File: src/rtl/hit_address_issuer.sv
// Buffers raw hit addresses in a small FIFO and issues them to the hit store as paced
// newAddress pulses; at end of event drains the FIFO and raises a one-cycle readMemory request.
module hit_address_issuer #(
    parameter int unsigned ROWINDEXBITS = 4,
    parameter int unsigned COLINDEXBITS = 4,
    parameter int unsigned MEMNROWS     = 16,
    parameter int unsigned FIFODEPTH    = 4
) (
    input  logic                                 clock,
    input  logic                                 reset,
    input  logic                                 hitValid,
    input  logic [ROWINDEXBITS+COLINDEXBITS-1:0] hitAddress,
    output logic                                 hitReady,
    input  logic                                 eventDone,
    input  logic                                 storageReady,
    output logic                                 newAddress,
    output logic [ROWINDEXBITS-1:0]              wordIndex,
    output logic [COLINDEXBITS-1:0]              letterIndex,
    output logic                                 readMemory,
    output logic                                 busy,
    output logic [7:0]                           droppedCount
);

    localparam int unsigned ADDRBITS = ROWINDEXBITS + COLINDEXBITS;
    localparam int unsigned PTRBITS  = $clog2(FIFODEPTH);
    localparam logic [PTRBITS:0] DEPTHCOUNT = FIFODEPTH[PTRBITS:0];

    localparam logic [2:0] IDLE    = 3'd0;
    localparam logic [2:0] ISSUE   = 3'd1;
    localparam logic [2:0] HOLDOFF = 3'd2;
    localparam logic [2:0] DRAIN   = 3'd3;
    localparam logic [2:0] READREQ = 3'd4;

    logic [2:0]          state;
    logic [2:0]          stateNext;
    logic [ADDRBITS-1:0] fifoMem [FIFODEPTH];
    logic [PTRBITS-1:0]  wrPtr;
    logic [PTRBITS-1:0]  rdPtr;
    logic [PTRBITS:0]    count;
    logic                srPrev;
    logic                eventPending;

    logic fifoFull;
    logic fifoEmpty;
    logic accept;
    logic inRange;
    logic push;
    logic pop;
    logic issueOk;
    logic eventSeen;
    logic readDone;

    assign fifoFull  = (count == DEPTHCOUNT);
    assign fifoEmpty = (count == '0);
    assign hitReady  = !fifoFull && (state != READREQ);
    assign accept    = hitValid && hitReady;
    assign inRange   = ({{(32-ROWINDEXBITS){1'b0}}, hitAddress[ADDRBITS-1 -: ROWINDEXBITS]}
                        < MEMNROWS);
    assign push      = accept && inRange;
    // Storage must have shown ready for two consecutive cycles before it takes anything.
    assign issueOk   = storageReady && srPrev;
    assign pop       = ((state == ISSUE) || (state == DRAIN)) && !fifoEmpty && issueOk;
    assign eventSeen = eventPending || eventDone;
    assign readDone  = (state == READREQ) && issueOk;

    always_comb begin
        stateNext = state;
        case (state)
            IDLE: begin
                if (eventSeen) begin
                    stateNext = (push || !fifoEmpty) ? DRAIN : READREQ;
                end else if (push || !fifoEmpty) begin
                    stateNext = ISSUE;
                end
            end
            ISSUE: begin
                if (pop) begin
                    stateNext = HOLDOFF;
                end else if (eventSeen) begin
                    stateNext = DRAIN;
                end else if (fifoEmpty && !push) begin
                    stateNext = IDLE;
                end
            end
            HOLDOFF: stateNext = eventSeen ? DRAIN : ISSUE;
            DRAIN: begin
                if (pop) begin
                    stateNext = HOLDOFF;
                end else if (fifoEmpty && !push) begin
                    stateNext = READREQ;
                end
            end
            READREQ: begin
                if (issueOk) begin
                    stateNext = IDLE;
                end
            end
            default: stateNext = IDLE;
        endcase
    end

    always_ff @(posedge clock) begin
        if (push) begin
            fifoMem[wrPtr] <= hitAddress;
        end
    end

    always_ff @(posedge clock or posedge reset) begin
        if (reset) begin
            state        <= IDLE;
            wrPtr        <= '0;
            rdPtr        <= '0;
            count        <= '0;
            srPrev       <= 1'b0;
            eventPending <= 1'b0;
            newAddress   <= 1'b0;
            wordIndex    <= '0;
            letterIndex  <= '0;
            readMemory   <= 1'b0;
            busy         <= 1'b0;
            droppedCount <= '0;
        end else begin
            state      <= stateNext;
            srPrev     <= storageReady;
            newAddress <= pop;
            readMemory <= readDone;

            if (push) begin
                wrPtr <= wrPtr + 1'b1;
            end
            if (pop) begin
                rdPtr       <= rdPtr + 1'b1;
                wordIndex   <= fifoMem[rdPtr][ADDRBITS-1 -: ROWINDEXBITS];
                letterIndex <= fifoMem[rdPtr][COLINDEXBITS-1:0];
            end
            if (push && !pop) begin
                count <= count + 1'b1;
            end else if (pop && !push) begin
                count <= count - 1'b1;
            end

            if (readDone) begin
                eventPending <= 1'b0;
            end else if (eventDone) begin
                eventPending <= 1'b1;
            end

            if (readDone) begin
                busy <= 1'b0;
            end else if (push || eventDone) begin
                busy <= 1'b1;
            end

            if (accept && !inRange && (droppedCount != 8'hFF)) begin
                droppedCount <= droppedCount + 8'd1;
            end
        end
    end

endmodule

File: config.mk
export PLATFORM = sky130hd
export DESIGN_NAME = hit_address_issuer
export DESIGN_NICKNAME = d
export VERILOG_FILES = /design/src/rtl/hit_address_issuer.sv
export SDC_FILE = /design/constraint.sdc
export NUM_CORES = 1
export LEC_CHECK = 0
export ABC_AREA = 1
export CORE_UTILIZATION = 50
export CTS_BUF_LIST = sky130_fd_sc_hd__clkbuf_2 sky130_fd_sc_hd__clkbuf_4 sky130_fd_sc_hd__clkbuf_8
export CTS_CLUSTER_SIZE = 16
export DETAILED_ROUTE_END_ITERATION = 7
export PLACE_DENSITY_LB_ADDON = 0.08
export SYNTH_ARGS = -nofsm -noshare
export SYNTH_HDL_FRONTEND = slang
export SYNTH_SLANG_ARGS = --single-unit
File: constraint.sdc
create_clock -name clock -period 2.4 [get_ports clock]
set_input_delay 0.24 -clock clock [delete_from_list [all_inputs] [get_ports clock]]
set_output_delay 0.24 -clock clock [all_outputs]
set_load 0.005 [all_outputs]
Yosys cells after proc, flatten, opt, wreduce, memory -nomap -nowiden
Memory sizes are Yosys's and may differ from the RTL's. A register that Yosys moved wholly into a read port is not among the register bits.
Cells that the tools add are included.
{"block": "classes", "add_sub_neg": 4, "n_eq_ne": 10, "mux": 19, "n_reduce_logical": 23}
{"operator": "3-bit two-way mux", "count": 11}
{"operator": "3-bit one-hot mux with 5 select lines", "count": 1}
{"operator": "1-bit logical AND", "count": 9}
{"operator": "3-bit by 2-bit == test with 1-bit output, second input constant", "count": 2}
{"operator": "3-bit == test, second input constant", "count": 2}
{"operator": "3-bit zero test", "count": 2}
{"operator": "1-bit two-way mux", "count": 6}
{"operator": "3-bit != test, second input constant", "count": 2}
{"operator": "2-bit nonzero test", "count": 3}
{"operator": "2-bit by 1-bit adder with 2-bit output, second input constant", "count": 2}
{"operator": "1-bit zero test", "count": 4}
{"operator": "1-bit logical OR", "count": 4}
{"operator": "4-bit by 3-bit != test with 1-bit output, second input constant", "count": 1}
{"operator": "4-bit AND reduction", "count": 1}
{"operator": "3-bit by 1-bit adder with 3-bit output, second input constant", "count": 1}
{"operator": "3-bit by 1-bit == test with 1-bit output, second input constant", "count": 1}
{"operator": "3-bit by 2-bit != test with 1-bit output, second input constant", "count": 1}
{"operator": "3-bit by 1-bit subtractor with 3-bit output, second input constant", "count": 1}
{"operator": "2-bit two-way mux", "count": 1}
{"operator": "2-bit != test, second input constant", "count": 1}
{"block": "word_totals", "ff_bits": 15, "ram_bits": 32, "in_bits": 13, "out_inout_bits": 20, "wordCells": 66, "memories": 1}
{"name": "fifoMem", "words": 4, "word_bits": 8, "read_ports": 1, "rd_clocked_by_memory_dff": 1, "wr": 1, "line_no": "36", "rtl": "logic [ADDRBITS-1:0] fifoMem [FIFODEPTH];"}

Longest topological paths before layout
Gate-level depths: netlist of run 1.
{"block": "logic_depth", "word_depth": 10, "depth_mapped": 10, "ltp_nobuf": 10}

Least setup slack after synthesis of run 1
No wires, ideal clock.
{"block": "synth_path", "path_type": "flip-flop to flip-flop", "from": "reg state[0]", "to": "reg count[1]", "setup_time_ps": 125, "t_arrival_ps": 1732, "required_ps": 2275, "setup_slack_ps": 543, "stages_incl_launch_ff": 9, "n_path_buf": 0, "period_less_slack_ps": 1857, "path_cell_list": "dfrtp_1 inv_1 nand3_4 nand3_4 inv_1 ha_1 inv_1 fa_1 mux2_2"}
{"block": "synth_between", "elab_cells_between_ends": 14, "classes_between": "eq/ne: 3; mux: 1; reduce/logical: 10"}
{"item": "from (decl)", "line_no": "34", "rtl": "logic [2:0] state;"}
{"item": "from (signal assigned)", "line_no": "123", "rtl": "state <= stateNext;"}
{"item": "3-bit != test *", "line_no": "55", "rtl": "assign hitReady = !fifoFull && (state != READREQ);"}
{"item": "1-bit logical AND *", "line_no": "55"}
{"item": "1-bit logical AND *", "line_no": "56", "rtl": "assign accept = hitValid && hitReady;"}
{"item": "named net accept", "line_no": "45", "rtl": "logic accept;"}
{"item": "1-bit zero test", "line_no": "138", "rtl": "end else if (pop && !push) begin"}
{"item": "1-bit logical AND", "line_no": "138"}
{"item": "2-bit nonzero test (no line)"}
{"item": "to (signal assigned)", "line_no": "137", "rtl": "count <= count + 1'b1;"}
{"item": "to (signal assigned)", "line_no": "139", "rtl": "count <= count - 1'b1;"}
{"item": "to (decl)", "line_no": "39", "rtl": "logic [PTRBITS:0] count;"}
The timed path passes the listed nets; every way through them passes the cells marked *.
A chain may end at the register's enable or synchronous reset.

Worst setup path in the final report of run 1
Ends and elaborated chain as after synthesis.

==> flow_summary_export.csv, run 1 <==
group,metric,value,unit
run_status,status,"finished clean",
yosys,seq_area_frac_synth,62.7,%
global_route,gr-usage-all-layers,17.9,%
sta,timing.hold.ws,0.265,ns
floorplan,die_y,72.0,µm
place,io_buffers,24,
sta,fin_ws,0.385,ns
clock_network,clkTransAtPathRegs,0.11,ns
floorplan,design.core.area,4720,µm²
layout,nets,272,
layout,drive_gt1_share,13.0,%
sta,hold_viol,0,
pwr,pwr-share-seq,46.2,%
global_route,grt_start_max_net_pins,24,
route,wirelength,3.98,mm
global_route,grt_pass1_wl,6.73,mm
floorplan,die_width,72.0,µm
sta,setup-violations-final,0,
clock_network,cts_made_buffers,5,
pwr,ir_drop,531,µV
route,dr.pass1.iters,4,
place,dpl.cell_count,313,
clock_network,cts_hold_buf,0,
critical_path,crit_type,"flip-flop to flip-flop",
yosys,ys_types,29,
pwr,clkPwrFrac,16.4,%
pwr,combinationalPowerShare,37.4,%
yosys,ys_ff_latch,55,
hold_path,holdCritPathClass,"input port to asynchronous set/reset pin",
clock_network,cts_resized,0,
sta,fmax,0.496,GHz
global_route,antenna_found_initial,0,
floorplan,io_pins,33,
yosys,synth_warnings,0,
pwr,power.switching,0.00116,W
sta,min_period,2.02,ns
clock_network,cts.sinks,55,
layout,area_growth,16.1,%
pwr,power.leakage,1.16,nW
route,ant_nets,0,
clock_network,post-cts-setup-buffers,0,
critical_path,worstReg2RegStart,"state[0]$_DFFE_PP0P_",
sta,finalMaxSlewViolations,0,
layout,finish.instance_area,2850,µm²
floorplan,fp.dieArea,5190,µm²
route,first_iter_violations,160,
clock_network,cts_root_buf,"clkbuf_8",
floorplan,rows,25,
critical_path,worstPathMaxFanout,10,
critical_path,endpoint_kind,"flip-flop",
pwr,p_int,0.00202,W
clock_network,cts_tree,"done",
flow_run,maxCapViolations,0,
floorplan,initial_utilization,51.9,%
critical_path,ff2ff_path_depth,8,
critical_path,start_kind,"flip-flop",
layout,fin_cells,321,
critical_path,arrival,2.21,ns
place,postPlaceCellArea,2750,µm²
critical_path,worstSetupStartpoint,"state[0]$_DFFE_PP0P_",
sta,rsz0062_at_grt,"no",
pwr,p_sw_share,36.4,%
clock_network,clock_latency,0.31,ns
sta,fin_tns_setup,0,ns
place,globalplace.congestion,0.771,
sta,fin_worst_skew,0.0128,ns
place,dp_hpwl,2.70,mm
clock_network,htreeDepth,2,
route,routedWlPerCell,12.4,µm
critical_path,regToRegSetupSlack,0.38,ns
place,place_ws,0.249,ns
global_route,gr-total-overflow,0,
critical_path,cp_data_required_time,2.59,ns
route,drc_errors,0,
clock_network,ctsLongestPathBuffers,2,
route,route.vias.total,1530,
global_route,grt_pass1_vias,1384,
yosys,syn-mean-instance-area,11.1,µm²
yosys,netlist_area,2450,µm²
sta,fin_crit_sh,84.0,%
yosys,synth_cells,221,
pwr,power_density,1120,nW/µm²
route,viasPerCell,4.77,
layout,antenna_cells,0,
critical_path,r2r_end,"count[1]$_DFFE_PP0P_",
==> metal layers <==
| metal | track usage [%] | vias to the layer above | wire length, µm |
|---|---|---|---|
| met2 | 26.1 | 44 | 1790 |
| met4 | 6.32 | 0 | 34 |
| met5 | 0 | - | 0 |
| met3 | 4.58 | 4 | 146 |
| met1 | 26.3 | 703 | 2010 |
| li1 | - | 779 | - |
==> synthesized netlist by cell type <==
cell	number	area (µm²)
buf_4	10	75.1
inv_2	3	11.3
nand3_1	6	30.0
nand2_4	1	11.3
nand3_4	3	52.6
a21oi_1	3	15.0
inv_4	1	6.26
nand3_2	1	10.0
nor2_4	2	22.5
xor2_1	3	26.3
fa_1	1	20.0
nand4_1	2	12.5
xnor2_1	1	8.76
clkbuf_2	1	5.00
conb_1	1	3.75
buf_8	1	15.0
nor2_2	5	31.3
dfrtp_1	23	576
inv_1	21	78.8
nand2_2	1	6.26
edfxtp_1	32	961
nand2_1	15	56.3
o21ai_0	20	100
mux2_2	1	11.3
buf_2	1	5.00
a31oi_1	8	50.1
a21boi_1	1	7.51
ha_1	5	62.6
nor2_1	48	180
==> logic make-up after synthesis <==
kind of cell,count (synthesis),share of synthesized area [%]
XOR/XNOR,4,1.43
buffers and inverters,38,8.01
multiplexers,1,0.459
AO/OA/AOI/OAI,32,7.04
AND/OR/NAND/NOR,84,16.8
flip-flops,55,62.7
other,1,0.153
adder cells (fa/ha/maj),6,3.37
==> cell type report <==
type | count | area [µm²]
Sequential cell | 55 | 1540
Multi-Input combinational cell | 135 | 744
Fill cell | 395 | 1880
Clock buffer | 5 | 68.8
Clock inverter | 3 | 22.5
Inverter | 25 | 96.3
Tap cell | 67 | 83.8
Timing Repair Buffer | 31 | 293
==> worst max-delay path by stage <==
stage | end | slack (ns) | cells after the start
3_3_place_gp | count[2]$_DFFE_PP0P_ | 0.28 | 9
6_report | count[1]$_DFFE_PP0P_ | 0.38 | 8
2_1_floorplan | count[1]$_DFFE_PP0P_ | 0.54 | 8
4_1_cts | count[1]$_DFFE_PP0P_ | 0.38 | 8
3_5_place_dp | count[2]$_DFFE_PP0P_ | 0.25 | 9
5_1_grt | count[2]$_DFFE_PP0P_ | 0.21 | 10
==> through the flow <==
| stage | utilization (%) | power (W) |
|---|---|---|
| after global routing | 60.2 | 0.00344 |
| after CTS | 60.2 | 0.00321 |
| final | 60.2 | 0.00317 |
| after detailed placement | 58.3 | 0.00269 |
| after floorplan | - | 0.00229 |
| after global placement | 58.3 | 0.00268 |
==> sequential cells by signal, indices dropped and copies added (netlist names) <==
signal	flops
wrPtr	2
fifoMem	32
newAddress	1
wordIndex	4
letterIndex	4
srPrev	1
rdPtr	2
eventPending	1
busy	1
count	3
readMemory	1
state	3
==> worst max-delay path, cell delays in order, from the launching register on <==
cell and delay, ns:
dfrtp_1 0.37, inv_1 0.19, nand3_4 0.13, nand3_4 0.14
inv_1 0.09, ha_1 0.20, inv_1 0.10, fa_1 0.41
mux2_2 0.26
==> power groups by stage <==
stage	combinational, W	sequential (W)	clock, W
after floorplan	0.000874	0.00142	0
after global placement	0.00120	0.00149	0
after detailed placement	0.00120	0.00149	0
after CTS	0.00121	0.00147	0.000536
after global routing	0.00136	0.00150	0.000577
final	0.00119	0.00147	0.000521
==> cells in the final DEF, fill, tap and decap left out <==
master | netlist | layout
inv_6 | 0 | 2
buf_4 | 10 | 7
conb_1 | 1 | 8
nor2_1 | 48 | 48
xnor2_1 | 1 | 1
mux2_2 | 1 | 1
nand3_1 | 6 | 6
nand2_2 | 1 | 1
edfxtp_1 | 32 | 32
nand4_1 | 2 | 2
o21ai_0 | 20 | 20
dfrtp_1 | 23 | 23
clkinv_2 | 0 | 1
a31oi_1 | 8 | 8
a21boi_1 | 1 | 1
clkbuf_8 | 0 | 5
ha_1 | 5 | 5
nand3_2 | 1 | 1
nor2_4 | 2 | 2
inv_1 | 21 | 21
nor2_2 | 5 | 5
xor2_1 | 3 | 3
a21oi_1 | 3 | 3
clkdlybuf4s50_1 | 0 | 24
nand2_4 | 1 | 1
nand3_4 | 3 | 3
nand2_1 | 15 | 15
inv_4 | 1 | 1
fa_1 | 1 | 1
inv_2 | 3 | 3
Note: power is estimated with default switching activity, not from simulation.
==> run 2, diff against run 1 <==
==> constraint.sdc (replaced) <==
create_clock -name clock -period 1.7 [get_ports clock]
set_input_delay 0.17 -clock clock [delete_from_list [all_inputs] [get_ports clock]]
set_output_delay 0.17 -clock clock [all_outputs]
set_load 0.005 [all_outputs]
==> run 2 against run 1 <==
First-iteration DRC count down 59%. Largest cell class unchanged. Largest power group is now combinational logic. Utilization up 5.1 points. Critical path type unchanged. Routed wire length up 3.6%. The flow now finishes with violations (negative setup slack).
==> flow_summary_export.csv, run 2 (same netlist as run 1, synthesis figures left out) <==
group,metric,value,unit
run_status,status,"finished, violations left",
run_status,violations,"negative setup slack",
flow_run,maxCapViolations,0,
global_route,grt_pass1_wl,6.72,mm
hold_path,holdCritPathClass,"input port to asynchronous set/reset pin",
floorplan,design.core.area,4720,µm²
pwr,power_density,1630,nW/µm²
floorplan,initial_utilization,51.9,%
critical_path,ff2ff_path_depth,8,
place,io_buffers,24,
route,first_iter_violations,66,
critical_path,endpoint_kind,"flip-flop",
clock_network,htreeDepth,2,
place,dpl.cell_count,328,
global_route,gr-usage-all-layers,17.5,%
critical_path,regToRegSetupSlack,-0.06,ns
global_route,gr-total-overflow,0,
clock_network,cts_hold_buf,0,
critical_path,r2r_end,"count[1]$_DFFE_PP0P_",
route,wirelength,4.12,mm
critical_path,worstReg2RegStart,"count[0]$_DFFE_PP0P_",
layout,area_growth,25.9,%
sta,fin_ws,-0.0622,ns
layout,final_util,65.3,%
critical_path,start_kind,"flip-flop",
clock_network,cts_root_buf,"clkbuf_8",
pwr,ir_drop,796,µV
clock_network,ctsLongestPathBuffers,2,
sta,finalMaxSlewViolations,0,
layout,largest_register,"fifoMem",
critical_path,slowest_delay,0.42,ns
layout,fin_cells,344,
critical_path,cp_data_required_time,1.89,ns
place,place_ws,-0.226,ns
global_route,grt_pass1_vias,1460,
floorplan,rows,25,
critical_path,arrival,1.95,ns
route,drc_errors,0,
pwr,power.leakage,1.28,nW
floorplan,die_width,72.0,µm
floorplan,io_pins,33,
clock_network,cts.sinks,55,
sta,fmax,0.567,GHz
critical_path,worstPathMaxFanout,2,
route,viasPerCell,4.61,
critical_path,cp_slowest_cell,"dfrtp_1",
sta,setup-violations-final,2,
sta,rsz0062_at_grt,"yes",
place,globalplace.congestion,0.797,
global_route,grt_start_max_net_pins,24,
layout,nets,295,
layout,final_cell_mix,"44 x nor2_1, 32 x edfxtp_1, 29 x buf_4",
layout,largest_register_ffs,32,
sta,fin_worst_skew,0.0111,ns
route,ant_nets,0,
layout,final_common_cell,"nor2_1",
place,dp_hpwl,2.87,mm
pwr,power,0.00501,W
layout,fillCellCount,373,
critical_path,critPathMostFrequentCell,"inv_4",
layout,finish.instance_area,3090,µm²
sta,hold_viol,0,
route,dr.pass1.iters,4,
clock_network,clock_latency,0.31,ns
route,route.vias.total,1585,
sta,min_period,1.76,ns
global_route,antenna_found_initial,0,
critical_path,path_cells,"nor2_4 > nand2_2 > nand3_4 > inv_4 > ha_4 > inv_4 > fa_2 > mux2_4",
route,routedWlPerCell,12.0,µm
clock_network,cts_made_buffers,5,
layout,top_regs,"fifoMem: 32 flops, letterIndex: 4 flops, wordIndex: 4 flops",
clock_network,cts_tree,"done",
sta,fin_crit_sh,104,%
layout,drive_gt1_share,24.5,%
critical_path,crit_type,"flip-flop to flip-flop",
place,postPlaceCellArea,2880,µm²
clock_network,clkTransAtPathRegs,0.10,ns
floorplan,fp.dieArea,5190,µm²
floorplan,die_y,72.0,µm
layout,antenna_cells,0,
==> run 2: per-stage QoR <==
step / hold slack [ns] / setup TNS, ns
after floorplan: 0.172 / -0.204
after global placement: 0.531 / -0.360
after detailed placement: 0.541 / -0.411
after CTS: 0.217 / -0.0762
after global routing: 0.238 / -0.487
final: 0.202 / -0.108
==> run 2: critical path, delay by kind of cell (launching register included) <==
family / cells / cell delay, ns
adder cells (fa/ha/maj): 2 / 0.57
AND/OR/NAND/NOR: 3 / 0.30
flip-flops: 1 / 0.42
multiplexers: 1 / 0.27
buffers and inverters: 2 / 0.09
==> run 2: area by class of cell <==
class,count,area [µm²],share of cell area [%]
clock buffer,6,76.3,2.47
inverter,25,101,3.28
tap,67,83.8,2.72
multi-input combinational,135,779,25.3
sequential,55,1540,49.8
timing repair buffer,54,468,15.2
clock inverter,2,38.8,1.26
==> run 2: timing repair <==
item / in CTS / in global routing
gates resized for setup: 3 / 8
pin swaps: 4 / 4
endpoints found under the setup margin: 3 / 2
endpoints found under the hold margin: 0 / 0
setup buffers: 3 / 5
==> run 2: power by group <==
| group | total, W | switching (W) | internal, W |
|---|---|---|---|
| registers | 0.00200 | 0.000191 | 0.00181 |
| clock network | 0.000869 | 0.000408 | 0.000461 |
| logic | 0.00214 | 0.00111 | 0.00103 |
==> run 2: layer usage <==
| metal | track usage [%] | share of wire [%] | wire length (µm) |
|---|---|---|---|
| met5 | 0 | 0 | 0 |
| met1 | 23.4 | 47 | 1920 |
| met4 | 6.10 | 1.3 | 54 |
| met2 | 27.7 | 48 | 1990 |
| met3 | 4.86 | 3.9 | 159 |
==> run 2: how the worst max path moves through the flow <==
stage,start,endpoint,slack (ns),depth (start not counted)
2_1_floorplan,count[0]$_DFFE_PP0P_,count[1]$_DFFE_PP0P_,-0.11,8
3_3_place_gp,storageReady,count[1]$_DFFE_PP0P_,-0.21,8
3_5_place_dp,storageReady,count[1]$_DFFE_PP0P_,-0.23,8
4_1_cts,count[1]$_DFFE_PP0P_,count[2]$_DFFE_PP0P_,-0.04,9
5_1_grt,count[0]$_DFFE_PP0P_,count[2]$_DFFE_PP0P_,-0.12,9
6_report,count[0]$_DFFE_PP0P_,count[1]$_DFFE_PP0P_,-0.06,8
==> run 3, diff against run 2 <==
--- a/config.mk
+++ b/config.mk
@@ -6,6 +6,7 @@
 export NUM_CORES = 1
 export LEC_CHECK = 0
 export ABC_AREA = 1
+export CAP_MARGIN = 10
 export CORE_UTILIZATION = 50
 export CTS_BUF_LIST = sky130_fd_sc_hd__clkbuf_2 sky130_fd_sc_hd__clkbuf_4 sky130_fd_sc_hd__clkbuf_8
 export CTS_CLUSTER_SIZE = 16
==> results of run 3 <==
The final DEF is identical to that of run 2; final timing and power are the same.
==> edit 1 (flow settings as in run 3) <==
Put one more register stage on the output `droppedCount`, cleared by the reset. The value now appears one clock later. The other outputs are not delayed to match.
--- a/src/rtl/hit_address_issuer.sv
+++ b/src/rtl/hit_address_issuer.sv
@@ -31,4 +31,6 @@
     localparam logic [2:0] DRAIN   = 3'd3;
     localparam logic [2:0] READREQ = 3'd4;
+
+    logic [7:0] droppedCount_s0;
 
     logic [2:0]          state;
@@ -119,5 +121,5 @@
             readMemory   <= 1'b0;
             busy         <= 1'b0;
-            droppedCount <= '0;
+            droppedCount_s0 <= '0;
         end else begin
             state      <= stateNext;
@@ -152,7 +154,15 @@
             end
 
-            if (accept && !inRange && (droppedCount != 8'hFF)) begin
-                droppedCount <= droppedCount + 8'd1;
+            if (accept && !inRange && (droppedCount_s0 != 8'hFF)) begin
+                droppedCount_s0 <= droppedCount_s0 + 8'd1;
             end
+        end
+    end
+
+    always_ff @(posedge clock or posedge reset) begin
+        if (reset) begin
+            droppedCount <= '0;
+        end else begin
+            droppedCount <= droppedCount_s0;
         end
     end
Formal check against the unedited RTL: equivalent (equiv_simple and equiv_induct, registers matched by name and starting in step).
==> edit 1 against run 3 <==
The flow finishes with violations (DRC, setup timing). Hold slack better by 0.0021 ns. Setup slack better by 0.0015 ns. First-iteration DRC count is 12% lower. Synthesized area is 1.8% lower. Cell count is 8.7% lower. Global-route usage is 2.0 points higher. Cell area is 4.8% lower. Clock skew is 0.0015 ns lower. Routed wire length is 6.4% higher. Power is 5.3% lower. Sequential cell count stayed put. Highest routed layer unchanged.
==> edit 1: results (changes against run 3) <==
Synthesis
  • Sequential share of the synthesized area: 63.8% (+1.1 points)
  • Post-synth top cells: 54 x nor2_1, 32 x edfxtp_1, 23 x dfrtp_1
  • Most common flop cell mapped by yosys: edfxtp_1
  • Cells after synthesis: 214 (-3.2%)
  • Leading post-synthesis cells by cell area: edfxtp_1 40%, dfrtp_1 24%, nor2_1 8.4%
  • EDFF count, synth: 32 (unchanged)

Cells and area
  • Share of layout cells above drive strength 1: 18.7% (-5.8 points)
  • Inserted Diodes: 0 (unchanged)
  • Final nets: 280 (-5.1%)
  • Post-Layout Cell Count: 314 (-8.7%)

Job
  • Max_cap viols: 0 (unchanged)

Critical path
  • Critical-path top delay cell: fa_2
  • Crit path kind: register to register
  • Launching point of the worst reg2reg path: count[1]$_DFFE_PP0P_
  • Slowest stage delay, CP: 0.42 ns (about the same)

Detailed routing
  • WL/cell: 14.0 µm (+17%)
  • DRT Pass-1 Iters: 8 (+4)
  • Detailed-route DRC error count: 4 (+4)
  • Initial DRC count: 58 (-12%)
  • Vias per cell: 5.12 (+11%)

Placed design
  • Cells after DPL: 303 (-7.6%)
  • Post-DP HPWL: 2980 µm (+3.7%)
  • Routability-driven placement congestion ratio: 0.792 (-0.70%)
  • Pre-CTS WS: -0.372 ns (-0.145 ns)

STA
  • Final setup viols: 1 (-1)
  • Fin worst setup slack: -0.0607 ns (+0.00150 ns)
  • Worst clock skew: 0.00957 ns (-0.00148 ns)

Power
  • Pint: 3060 µW (-7.3%)
  • Worst vdd rail ir drop: 0.701 mV (-12%)
  • Pleak: 0.00120 µW (-6.4%)

Global routing
  • First-pass GRT wire length: 7330 µm (+9.0%)
  • Vias in the first global route: 1613 (+10%)
  • Tot GR Track Use: 19.5% (+2.0 points)

Worst hold path
  • Hold Crit Class: input pin to asynchronous set/reset pin

Clocking
  • TritonCTS Buffers: 5 (unchanged)
  • Longest Clk Path Bufs: 2 (unchanged)
  • CTS Root Buffer Type: clkbuf_8

Run status
  • Failing checks: DRC, setup timing
  • Status: complete, but fails checks
==> edit 1: cells by family after synthesis <==
family | share of synthesized area [%]
AND/OR/NAND/NOR | 15.0
flip-flops | 63.8
buffers and inverters | 8.16
AO/OA/AOI/OAI | 7.54
adder cells (fa/ha/maj) | 3.43
XOR/XNOR | 1.46
other | 0.156
multiplexers | 0.468
==> edit 1: per-layer routing <==
metal / track usage, % / share of wire [%] / vias up
met2: 35.2 / 52 / 57
li1: - / - / 783
met3: 4.50 / 5.3 / 5
met5: 0 / 0 / -
met4: 7.33 / 0.89 / 0
met1: 22.6 / 41 / 763
==> edit 1: worst min path at each step <==
stage,startpoint,endpoint,depth (start not counted)
after global routing,reset,wordIndex[2]$_DFFE_PP0P_,3
after floorplan,reset,busy$_DFFE_PP0P_,1
after CTS,reset,state[2]$_DFFE_PP0P_,3
after global placement,reset,newAddress$_DFF_PP0_,3
final,reset,wordIndex[2]$_DFFE_PP0P_,3
after detailed placement,busy$_DFFE_PP0P_,busy$_DFFE_PP0P_,2
==> edit 1: metrics by stage <==
| step | area, µm² | hold slack [ns] | power (µW) | setup TNS, ns |
|---|---|---|---|---|
| after floorplan | 2450 | 0.172 | 3220 | -0.313 |
| after global placement | 2800 | 0.536 | 3870 | -0.581 |
| after detailed placement | 2800 | 0.538 | 3970 | -0.726 |
| after CTS | 2930 | 0.217 | 4790 | -0.171 |
| after global routing | 2940 | 0.238 | 5100 | -0.223 |
| final | 2940 | 0.204 | 4750 | -0.0607 |
==> edit 1: layout make-up <==
| class | instances | area (µm²) |
|---|---|---|
| multi-input combinational | 131 | 743 |
| timing repair buffer | 47 | 415 |
| sequential | 55 | 1540 |
| fill | 349 | 1570 |
| clock inverter | 3 | 23.8 |
| clock buffer | 5 | 68.8 |
| inverter | 21 | 83.8 |
| tap | 52 | 65.1 |
==> edit 1: worst reg2reg max path: stages (launching register included) <==
cell and delay, ns:
dfrtp_1 0.40, nor2_2 0.15, nand2_2 0.09, nand3_4 0.08
inv_4 0.04, ha_4 0.14, inv_2 0.05, fa_2 0.42
mux2_4 0.27
==> edit 1: repair_timing <==
item                                    in CTS  in global routing
setup buffers                                3                  0
endpoints found under the setup margin       3                  3
pin swaps                                    1                  3
gates resized for setup                      6                  2
==> edit 1: power by group through the flow <==
stage / logic (µW) / registers (µW) / clock network, µW
3_3_place_gp: 1880 / 1990 / 0
6_report: 2050 / 1980 / 717
2_1_floorplan: 1220 / 1990 / 0
5_1_grt: 2290 / 2020 / 787
4_1_cts: 2060 / 1990 / 740
3_5_place_dp: 1970 / 2010 / 0
==> edit 2 (settings of run 3) <==
Made on the original files. The parameter `FIFODEPTH` goes from 4 to 2.
--- a/src/rtl/hit_address_issuer.sv
+++ b/src/rtl/hit_address_issuer.sv
@@ -5,5 +5,5 @@
     parameter int unsigned COLINDEXBITS = 4,
     parameter int unsigned MEMNROWS     = 16,
-    parameter int unsigned FIFODEPTH    = 4
+    parameter int unsigned FIFODEPTH    = 2
 ) (
     input  logic                                 clock,
Function: changed (Yosys sat finds a counterexample within 4 cycles, from zero or initial values and one cycle with reset high).
==> edit 2 against run 3 <==
Die area down 34%. Synthesized area down 35%. Routed wire length down 39%. Setup slack better by 0.25 ns. Cell area down 36%. Fmax up 16%. Sequential cell count down 19. Via count down 33%. Non-clock buffer count down 18. Power down 39%. Synthesized cell count down 33%. Combinational power down 38%. Critical path type is now register to output pin. Largest cell class unchanged.
==> edit 2: results (changes against run 3) <==
Synthesis
  • Leading post-synthesis cells by cell area: dfrtp_1 32%, edfxtp_1 30%, nand2_1 7.1%
  • Post-synth ARST share: 55.6% (+14 points)
  • Sequential share of the synthesized area: 61.8% (-0.90 points)
  • Unique masters post-synth: 30 (+3.4%)
  • EDFF count, synth: 16 (-50%)
  • Most common flop cell mapped by yosys: dfrtp_1

Power
  • Sequential share of power: 43.4% (+3.5 points)
  • Clock group: 414 µW (-52%)
  • Worst vdd rail ir drop: 0.842 mV (+5.8%)

Global routing
  • GR Layer Usage met1: 18.3% (-5.1 points)
  • Tot GR Track Use: 17.1% (-0.38 points)
  • Pin count of the biggest net entering global routing: 21 (-13%)
  • GR Layer Usage met3: 6.15% (+1.3 points)
  • Vias in the first global route: 1016 (-30%)
  • First-pass GRT wire length: 4220 µm (-37%)

Detailed routing
  • Routed met3 length: 88 µm (-45%)
  • Met1 wire length: 984 µm (-49%)
  • Initial DRC count: 40 (-39%)
  • WL met2: 1430 µm (-28%)
  • Vias per cell: 4.61 (+0.16%)

Placed design
  • Routability-driven placement congestion ratio: 0.846 (+6.2%)
  • Post-DP HPWL: 1840 µm (-36%)

Run status
  • Status: completed

Cells and area
  • Final nets: 201 (-32%)
  • Fill cells: 271 (-27%)
  • Top Registers: fifoMem: 16 flops, letterIndex: 4 flops, wordIndex: 4 flops
  • Share of layout cells above drive strength 1: 18.7% (-5.8 points)

Critical path
  • CP top delay family: buffers and inverters
  • Launching point of the worst reg2reg path: state[1]$_DFFE_PP0P_
  • Crit-path max FO: 4 (+2)
  • Setup crit start: state[2]$_DFFE_PP0P_
  • CP arrival: 1.35 ns (-0.60 ns)
  • Slowest stage delay, CP: 0.39 ns (-0.03 ns)

Clocking
  • Skew-Pair Late Insertion Delay: 0.32 ns
  • CTS Root Buffer Type: clkbuf_4

STA
  • Worst hold slack: 0.159 ns (-0.0434 ns)
  • Worst clock skew: 0.00443 ns (-0.00663 ns)
==> edit 2: repair_timing <==
| item | 4_1_cts | 5_1_grt |
|---|---|---|
| pin swaps | 0 | 1 |
| endpoints found under the setup margin | 1 | 1 |
| hold buffers | 0 | 0 |
| setup buffers | 1 | 3 |
| resized for setup | 2 | 1 |
==> edit 2: worst max path at each step <==
stage	end	slack (ns)	cells after the start
after CTS	count[1]$_DFFE_PP0P_	0.06	7
after global placement	count[1]$_DFFE_PP0P_	0.04	8
after floorplan	count[1]$_DFFE_PP0P_	0.19	8
after detailed placement	count[1]$_DFFE_PP0P_	-0.03	8
final	hitReady	0.18	5
after global routing	count[1]$_DFFE_PP0P_	0.04	8
==> edit 2: stage by stage <==
step	cells	area (µm²)	TNS (ns)	power [µW]	setup WS, ns
4_1_cts	228	1950	0	3060	0.0623
3_5_place_dp	220	1880	-0.0348	2630	-0.0348
3_3_place_gp	220	1880	0	2580	0.0396
5_1_grt	231	1970	0	3320	0.0374
6_report	231	1970	0	3080	0.183
2_1_floorplan	154	1610	0	2140	0.187
==> edit 2: area by class of cell <==
cell class | instances | area [µm²] | area share (%)
flip-flops and latches | 36 | 981 | 49.8
multi-input cells | 90 | 483 | 24.5
repair buffers | 36 | 329 | 16.7
inverters | 18 | 72.6 | 3.68
well taps | 44 | 55.1 | 2.79
clock buffers | 5 | 37.5 | 1.90
clock inverters | 2 | 12.5 | 0.635
==> edit 2: cell families after synthesis <==
family                   share of synthesized area (%)
AO/OA/AOI/OAI                                     7.09
XOR/XNOR                                          2.21
adder cells (fa/ha/maj)                          0.788
buffers and inverters                             9.93
flip-flops                                        61.8
other                                            0.236
AND/OR/NAND/NOR                                   18.0
